File: src/rtl/gcd_scheduler.sv
// gcd_scheduler: round-robin front end that time-shares one external subtractive GCD datapath among NREQ requesters.
// Optional feature macro GCD_SCHEDULER_STATS_EN adds iter_count, the subtract-step count of the latest response.

module gcd_scheduler #(
    parameter int NREQ = 4,
    parameter int W    = 16
) (
    input  logic                    clk,
    input  logic                    rst_n,
    input  logic [NREQ-1:0]         req_valid,
    input  logic [NREQ*W-1:0]       req_a,
    input  logic [NREQ*W-1:0]       req_b,
    output logic [NREQ-1:0]         req_ready,
    output logic                    rsp_valid,
    output logic [$clog2(NREQ)-1:0] rsp_id,
    output logic [W-1:0]            rsp_gcd,
    input  logic                    rsp_ready,
    output logic                    dp_ldA,
    output logic                    dp_ldB,
    output logic                    dp_sel1,
    output logic                    dp_sel2,
    output logic                    dp_sel_in,
    output logic [W-1:0]            dp_data_in,
    input  logic                    dp_lt,
    input  logic                    dp_gt,
    input  logic                    dp_eq,
    input  logic [W-1:0]            dp_aout,
`ifdef GCD_SCHEDULER_STATS_EN
    output logic [W-1:0]            iter_count,
`endif
    output logic                    busy
);

    localparam int IDW = $clog2(NREQ);
    localparam int IXW = IDW + 1;
    localparam logic [IDW-1:0] LAST_ID = IDW'(NREQ - 1);

    typedef enum logic [2:0] {
        IDLE    = 3'd0,
        LOAD_A  = 3'd1,
        LOAD_B  = 3'd2,
        COMPARE = 3'd3,
        SUB_A   = 3'd4,
        SUB_B   = 3'd5,
        RESP    = 3'd6
    } state_t;

    state_t         state_q, state_d;
    logic [IDW-1:0] rr_q, rr_d;
    logic [IDW-1:0] id_q, id_d;
    logic [W-1:0]   a_q, a_d;
    logic [W-1:0]   b_q, b_d;
    logic [W-1:0]   gcd_q, gcd_d;
    logic [IDW-1:0] grant_id_s;
    logic           grant_any_s;
    logic [W-1:0]   sel_a_s;
    logic [W-1:0]   sel_b_s;
    logic           zero_op_s;
`ifdef GCD_SCHEDULER_STATS_EN
    logic [W-1:0]   cnt_q, cnt_d;
    logic [W-1:0]   iter_q, iter_d;
`endif

    // First requesting index at or after ptr, wrapping modulo NREQ (ptr itself has top priority).
    function automatic logic [IDW-1:0] rr_pick(input logic [NREQ-1:0] valid, input logic [IDW-1:0] ptr);
        logic [IXW-1:0] raw;
        logic [IXW-1:0] idx;
        logic           found;
        rr_pick = ptr;
        found   = 1'b0;
        for (int i = 0; i < NREQ; i++) begin
            raw = {1'b0, ptr} + IXW'(i);
            idx = (raw >= IXW'(NREQ)) ? (raw - IXW'(NREQ)) : raw;
            if (!found && valid[idx[IDW-1:0]]) begin
                found   = 1'b1;
                rr_pick = idx[IDW-1:0];
            end else begin
                found   = found;
            end
        end
    endfunction

    // Arbitration and operand selection for the candidate requester.
    always_comb begin
        grant_any_s = |req_valid;
        grant_id_s  = rr_pick(req_valid, rr_q);
        sel_a_s     = {W{1'b0}};
        sel_b_s     = {W{1'b0}};
        for (int i = 0; i < NREQ; i++) begin
            sel_a_s = (grant_id_s == IDW'(i)) ? req_a[i*W +: W] : sel_a_s;
            sel_b_s = (grant_id_s == IDW'(i)) ? req_b[i*W +: W] : sel_b_s;
        end
        zero_op_s = (sel_a_s == {W{1'b0}}) || (sel_b_s == {W{1'b0}});
    end

    // Accept pulse; gated by rst_n so nothing is granted while reset is held.
    always_comb begin
        for (int i = 0; i < NREQ; i++) begin
            req_ready[i] = rst_n && (state_q == IDLE) && grant_any_s && (grant_id_s == IDW'(i));
        end
    end

    // Next-state and captured-operand logic.
    always_comb begin
        state_d = state_q;
        rr_d    = rr_q;
        id_d    = id_q;
        a_d     = a_q;
        b_d     = b_q;
        gcd_d   = gcd_q;
`ifdef GCD_SCHEDULER_STATS_EN
        cnt_d   = cnt_q;
        iter_d  = iter_q;
`endif
        case (state_q)
            IDLE: begin
                if (grant_any_s) begin
                    rr_d = (grant_id_s == LAST_ID) ? {IDW{1'b0}} : (grant_id_s + IDW'(1));
                    id_d = grant_id_s;
                    a_d  = sel_a_s;
                    b_d  = sel_b_s;
`ifdef GCD_SCHEDULER_STATS_EN
                    cnt_d = {W{1'b0}};
`endif
                    if (zero_op_s) begin
                        // gcd(x,0)=x; the datapath is never touched for this case
                        gcd_d   = (sel_a_s == {W{1'b0}}) ? sel_b_s : sel_a_s;
`ifdef GCD_SCHEDULER_STATS_EN
                        iter_d  = {W{1'b0}};
`endif
                        state_d = RESP;
                    end else begin
                        state_d = LOAD_A;
                    end
                end else begin
                    state_d = IDLE;
                end
            end
            LOAD_A:  state_d = LOAD_B;
            LOAD_B:  state_d = COMPARE;
            COMPARE: begin
                if (dp_eq) begin
                    gcd_d   = dp_aout;
`ifdef GCD_SCHEDULER_STATS_EN
                    iter_d  = cnt_q;
`endif
                    state_d = RESP;
                end else if (dp_gt) begin
                    state_d = SUB_A;
                end else if (dp_lt) begin
                    state_d = SUB_B;
                end else begin
                    state_d = COMPARE;
                end
            end
            SUB_A, SUB_B: begin
`ifdef GCD_SCHEDULER_STATS_EN
                cnt_d   = (cnt_q == {W{1'b1}}) ? cnt_q : (cnt_q + W'(1));
`endif
                state_d = COMPARE;
            end
            RESP: begin
                if (rsp_ready) begin
                    state_d = IDLE;
                end else begin
                    state_d = RESP;
                end
            end
            default: state_d = IDLE;
        endcase
    end

    // Datapath controls decoded from the state register only.
    always_comb begin
        dp_ldA     = 1'b0;
        dp_ldB     = 1'b0;
        dp_sel1    = 1'b0;
        dp_sel2    = 1'b0;
        dp_sel_in  = 1'b0;
        dp_data_in = {W{1'b0}};
        case (state_q)
            LOAD_A: begin
                dp_sel_in  = 1'b1;
                dp_ldA     = 1'b1;
                dp_data_in = a_q;
            end
            LOAD_B: begin
                dp_sel_in  = 1'b1;
                dp_ldB     = 1'b1;
                dp_data_in = b_q;
            end
            SUB_A: begin
                dp_sel2 = 1'b1;
                dp_ldA  = 1'b1;
            end
            SUB_B: begin
                dp_sel1 = 1'b1;
                dp_ldB  = 1'b1;
            end
            default: begin
                dp_ldA = 1'b0;
            end
        endcase
    end

    assign rsp_valid = (state_q == RESP);
    assign busy      = (state_q != IDLE);
    assign rsp_id    = id_q;
    assign rsp_gcd   = gcd_q;
`ifdef GCD_SCHEDULER_STATS_EN
    assign iter_count = iter_q;
`endif

    // State, arbitration pointer and operation registers.
    always_ff @(posedge clk or negedge rst_n) begin
        if (!rst_n) begin
            state_q <= IDLE;
            rr_q    <= {IDW{1'b0}};
            id_q    <= {IDW{1'b0}};
            a_q     <= {W{1'b0}};
            b_q     <= {W{1'b0}};
            gcd_q   <= {W{1'b0}};
`ifdef GCD_SCHEDULER_STATS_EN
            cnt_q   <= {W{1'b0}};
            iter_q  <= {W{1'b0}};
`endif
        end else begin
            state_q <= state_d;
            rr_q    <= rr_d;
            id_q    <= id_d;
            a_q     <= a_d;
            b_q     <= b_d;
            gcd_q   <= gcd_d;
`ifdef GCD_SCHEDULER_STATS_EN
            cnt_q   <= cnt_d;
            iter_q  <= iter_d;
`endif
        end
    end

endmodule
File: config.mk
export PLATFORM = sky130hd
export DESIGN_NAME = gcd_scheduler
export DESIGN_NICKNAME = d
export VERILOG_FILES = /design/src/rtl/gcd_scheduler.sv
export SDC_FILE = /design/constraint.sdc
export NUM_CORES = 1
export LEC_CHECK = 0
export ABC_AREA = 1
export ABC_CLOCK_PERIOD_IN_PS = 10300
export CORE_MARGIN = 2
export CORE_UTILIZATION = 30
export DETAILED_ROUTE_END_ITERATION = 16
export PLACE_DENSITY = 0.66
export SLEW_MARGIN = 20
export SYNTH_ARGS = -nofsm -noshare
export SYNTH_HDL_FRONTEND = slang
export SYNTH_SLANG_ARGS = --single-unit
File: constraint.sdc
create_clock -name clk -period 10.3 [get_ports clk]
set_input_delay 3.09 -clock clk [delete_from_list [all_inputs] [get_ports clk]]
set_output_delay 3.09 -clock clk [all_outputs]
set_load 0.02 [all_outputs]
Word level (Yosys, flattened, before mapping) --
Cells that the tools add are included.
Cells by class: equality and inequality tests 12, $add $sub $neg 8, mux-type cells 46, $lt $le $gt $ge 8, reductions and logical operators 26
Operator list (number):
- $mux 16 | 12
- $pmux 16 s2 | 2
- $logic_not 16->1 | 2
- $mux 2 | 9
- $mux 3 | 6
- $pmux 3 s5 | 1
- $lt 2x3->1 const B | 4
- $mux 1 | 12
- $eq 3x3->1 const B | 3
- $ge 3x3->1 const B | 3
- $logic_and 1x1->1 | 9
- $bmux 1 s2 | 4
- $sub 2x1->2 const B | 4
- $add 2x2->3 const B | 2
- $eq 3x2->1 const B | 2
- $ne 2x2->1 const B | 3
- $reduce_or 2->1 | 3
- $eq 2x2->1 const B | 2
- $reduce_and 4->1 | 1
- $reduce_or 4->1 | 1
- $add 2x1->3 const B | 1
- $eq 3x1->1 const B | 1
- $ge 2x3->1 const B | 1
- $logic_not 1->1 | 3
- 9 further kinds | 9
Word-level totals: output and inout port bits 45, bits of input ports 154, flip-flop bits (word level) 55

Depth between registers and ports, before layout --
word-level depth 24, depth in mapped cells 33

Worst setup path after synthesis --
No wires, ideal clock.
path type input port to output port, from input req_valid[1], to output req_ready[3], data required time 7210 ps, data arrival time 5227 ps, path slack 1983 ps, buffers on the path 3, stages 18, path through inv_1 o21ai_0 nand2_1 o21ai_0 nand2_1 nand2_1 o21ai_0 nand2_1 o21ai_0 nand2_1 o21ai_0 inv_1 ha_1 buf_2 buf_2 clkbuf_1 inv_1 nor2_1
Between the ends: word-level cells in the longest chain between the ends 14, elaborated cells between the ends (all ways) 25
Ends and longest elaborated chain:
- start: declaration | RTL line 10 | input logic [NREQ-1:0] req_valid,
- $bmux 1 s2 | RTL line 74 | if (!found && valid[idx[IDW-1:0]]) begin
- $mux 1 (implied by the code) | RTL line 74
- $mux 1 | RTL line 74
- $logic_not 1->1 | RTL line 74
- $logic_and 1x1->1 | RTL line 74
- $mux 1 | RTL line 74
- $logic_not 1->1 | RTL line 74
- $logic_and 1x1->1 | RTL line 74
- $mux 1 | RTL line 74
- $logic_not 1->1 | RTL line 74
- $logic_and 1x1->1 | RTL line 74
- $mux 2 (*) | RTL line 74
- named net grant_id_s[1] | RTL line 54 | logic [IDW-1:0] grant_id_s;
- $eq 2x2->1 (*) | RTL line 99 | req_ready[i] = rst_n && (state_q == IDLE) && grant_any_s && (grant_id_s == IDW'(i));
- $logic_and 1x1->1 (*) | RTL line 99
- end: declaration | RTL line 13 | output logic [NREQ-1:0] req_ready,
Mark *: on every way through the listed nets, which the timed path passes. The rest lies on a longest branch. The select of a mux whose other input is x is not followed.

Worst setup path after layout --
from input req_valid[3], to output req_ready[2]
The elaborated chain is that of the path after synthesis.

==> results_dict.tcl <==
set metrics [dict create \
    drive_gt1_share_pct 3.156 \
    maxSlewViolCount 0 \
    maxSlewHeadroom_pct 36.71 \
    cts_buffers 5 \
    cts_max_path_buffers 2 \
    maxCapViolCount 0 \
    synth_mux_area_share_pct 0 \
    detailed_place_hpwl_microns 12730 \
    cp.required_ns 7.21 \
    fillers 1478 \
    path_delay_family "buffers and inverters" \
    crit_buf_inv 5 \
    syn_area_per_cell_sq_um 5.806 \
    cp_slowest_cell "clkdlybuf4s50_1" \
    drc 0 \
    synth_top_family_by_area "simple AND/OR/NAND/NOR gates" \
    ys_types 25 \
    final_common_cell "nand2_1" \
    antenna_found_initial 0 \
    yosys.area_share.simple_pct 44.63 \
    setup_ws_ns 0.8721 \
    syn_inst 745 \
    rsz0062_at_grt "false" \
    avgViaCountPerCell 4.619 \
    ant_nets 0 \
    path_cells "clkdlybuf4s50_1 -> nand2_1 -> o21ai_0 -> o21ai_0 -> inv_1 -> nor2_1 -> nand3b_1 -> o21ai_0 -> inv_1 -> ha_1 -> inv_2 -> nor2_1 -> clkdlybuf4s50_1" \
    setup_viol 0 \
    crit_fanout 33 \
    overflow 0 \
    cts_tree "yes" \
    area_delta_synth_final_pct 51.89 \
    dieWidth_microns 124.1 \
    drt_wl_total_microns 16020 \
    cp-end-kind "output port" \
    tightest_slew_ns 0.9484 \
    grt_max_degree 65 \
    core_sq_mm 0.01399 \
    fin_setup_tns_ns 0 \
    vias 5076 \
    htree_levels 2 \
    period_minus_slack_ns 9.428 \
    cts_root_buf "clkbuf_16" \
    fmax_mhz 106.1 \
    skew_ns 0.007803 \
    pin_count 199 \
    cts_resized 0 \
    crit_arrival_ns 6.34 \
    clock-sinks 55 \
    die_h_microns 124.1 \
    synth_fp_nets 903 \
    final_core_util_pct 46.97 \
    grt_first_pass_wirelength_microns 24310 \
    post_cts_buffers 0 \
    final_cell_mix "nand2_1 (305), clkdlybuf4s50_1 (197), nor2_1 (94)" \
    synth_fa_ha_area_share_pct 1.157 \
    whs_ns 0.4836 \
    synth-compound-area-share_pct 11.74 \
    synth_xor_area_share_pct 0.4050 \
    finalNetCount 1077 \
    start_kind "primary input" \
    clock_latency_ns 0.30 \
    crit_type "primary input to output port" \
    drt_iter0_drc 317 \
    grt.total_usage_pct 20.72 \
    yosysSeqAreaShare_pct 31.82 \
    start_util_pct 30.92 \
    port_buffers 198 \
    synth_area_sq_mm 0.004325 \
    diodes 0 \
    avgRoutedWirePerCell_microns 14.58 \
    ys_ff_latch 55 \
    firstDrtPassIters 4 \
    timing.final.crit_share_pct 91.53 \
    clk_pin_slew_worst_paths_ns 0.07 \
    status "finished, final reports clean" \
    rows 43 \
    yosysWarnings 0 \
    cts_hold_buf 0 \
    grt_pass1_vias 4704 \
    hold_path_class "flop to flop" \
    hold_viol_final 0 \
    detailedPlace.worstSlack_ns 0.8846 \
    dieArea_sq_mm 0.01539 \
    place_congestion 0.8622 \
    cpMostUsedCell "o21ai_0" \
    cpPeakStageDelay_ns 0.56 \
]
## cells by family after synthesis
family                     count (synthesis)
buffers and inverters                    107
adders and majority gates                  4
DFF                                       55
xor gates and xnor gates                   2
AOI/OAI and AO/OA                        101
and+or+nand+nor                          476
## final cells by class
class,count,area [sq um],area share [%]
multi-input cells,583,2517,38.32
repair buffers,205,2029,30.89
flip-flops and latches,55,1376,20.95
inverters,69,259.0,3.942
well taps,180,225.2,3.428
clock buffers,5,125.1,1.904
clock inverters,2,37.54,0.5713
## path summary, 6_finish.rpt
check / to / from / slack [ns] / cells past startpoint
max in group asynchronous: rsp_gcd[3] / rst_n / 6.89 / 2
max: req_ready[2] / req_valid[3] / 0.87 / 13
min reg2reg: rsp_gcd[7] / rsp_gcd[7] / 0.48 / 2
min in group asynchronous: b_q[7] / rst_n / 2.94 / 2
max reg2reg: rsp_gcd[5] / rr_q[0] / 5.49 / 22
min: rsp_gcd[7] / rsp_gcd[7] / 0.48 / 2
## flip-flops by register name, indices dropped and copies added (netlist names)
| signal | count |
|---|---|
| rsp_gcd | 16 |
| rsp_id | 2 |
| a_q | 16 |
| rr_q | 2 |
| b_q | 16 |
| state_q | 3 |
## worst register-to-register path, stage by stage (launching register included)
cell and delay, ns:
dfrtp_1 0.48, xnor2_1 0.32, o21ai_0 0.15, nor2_1 0.15, nand3b_1 0.14, o21ai_0 0.55, ha_1 0.30, buf_4 0.37
nor2_4 0.22, nand2_1 0.10, nand2_1 0.05, nand2_1 0.05, nand2_1 0.18, nor2_1 0.16, nand2_1 0.09, nor2_4 0.32
nand2_2 0.28, nand2_2 0.19, nand2_2 0.07, nand2_4 0.19, nand2_4 0.17, nand2_1 0.10, nand2_1 0.05
## stage by stage
stage	cells	area [sq um]
finish	1099	6570
global route	1099	6570
global placement	1092	6401
detailed placement	1092	6401
CTS	1099	6564
floorplan	745	4325
## per-layer routing
| layer | up-vias | GRT usage [%] | part of all wire, % |
|---|---|---|---|
| li1 | 2659 | - | - |
| met4 | 0 | 5.407 | 2.2 |
| met1 | 2210 | 28.00 | 44 |
| met2 | 184 | 34.43 | 47 |
| met3 | 23 | 3.342 | 6.4 |
| met5 | - | 0 | 0 |
## Yosys cell counts
cell type  instances  area (sq um)
nand2_1          305          1145
nor2_1            95         356.6
inv_1             67         251.5
o21ai_0           63         315.3
nand3_1           56         280.3
dfrtp_1           55          1376
a21oi_1           36         180.2
clkbuf_1          18         67.56
buf_2             15         75.07
nor3_1             6         30.03
ha_1               4         50.05
nand2_2            3         18.77
nor2_4             3         33.78
buf_4              2         15.01
buf_6              2         22.52
inv_2              2         7.510
nand2_4            2         22.52
nand3b_1           2         15.01
nor4_1             2         12.51
o22ai_1            2         12.51
buf_1              1         3.750
nor3_2             1         10.01
or2_2              1         6.260
xnor2_1            1         8.760
xor2_1             1         8.760
Power is left out: the tool's default activity adds up to more than one toggle a clock period on the data nets, which glitch-free logic cannot reach.
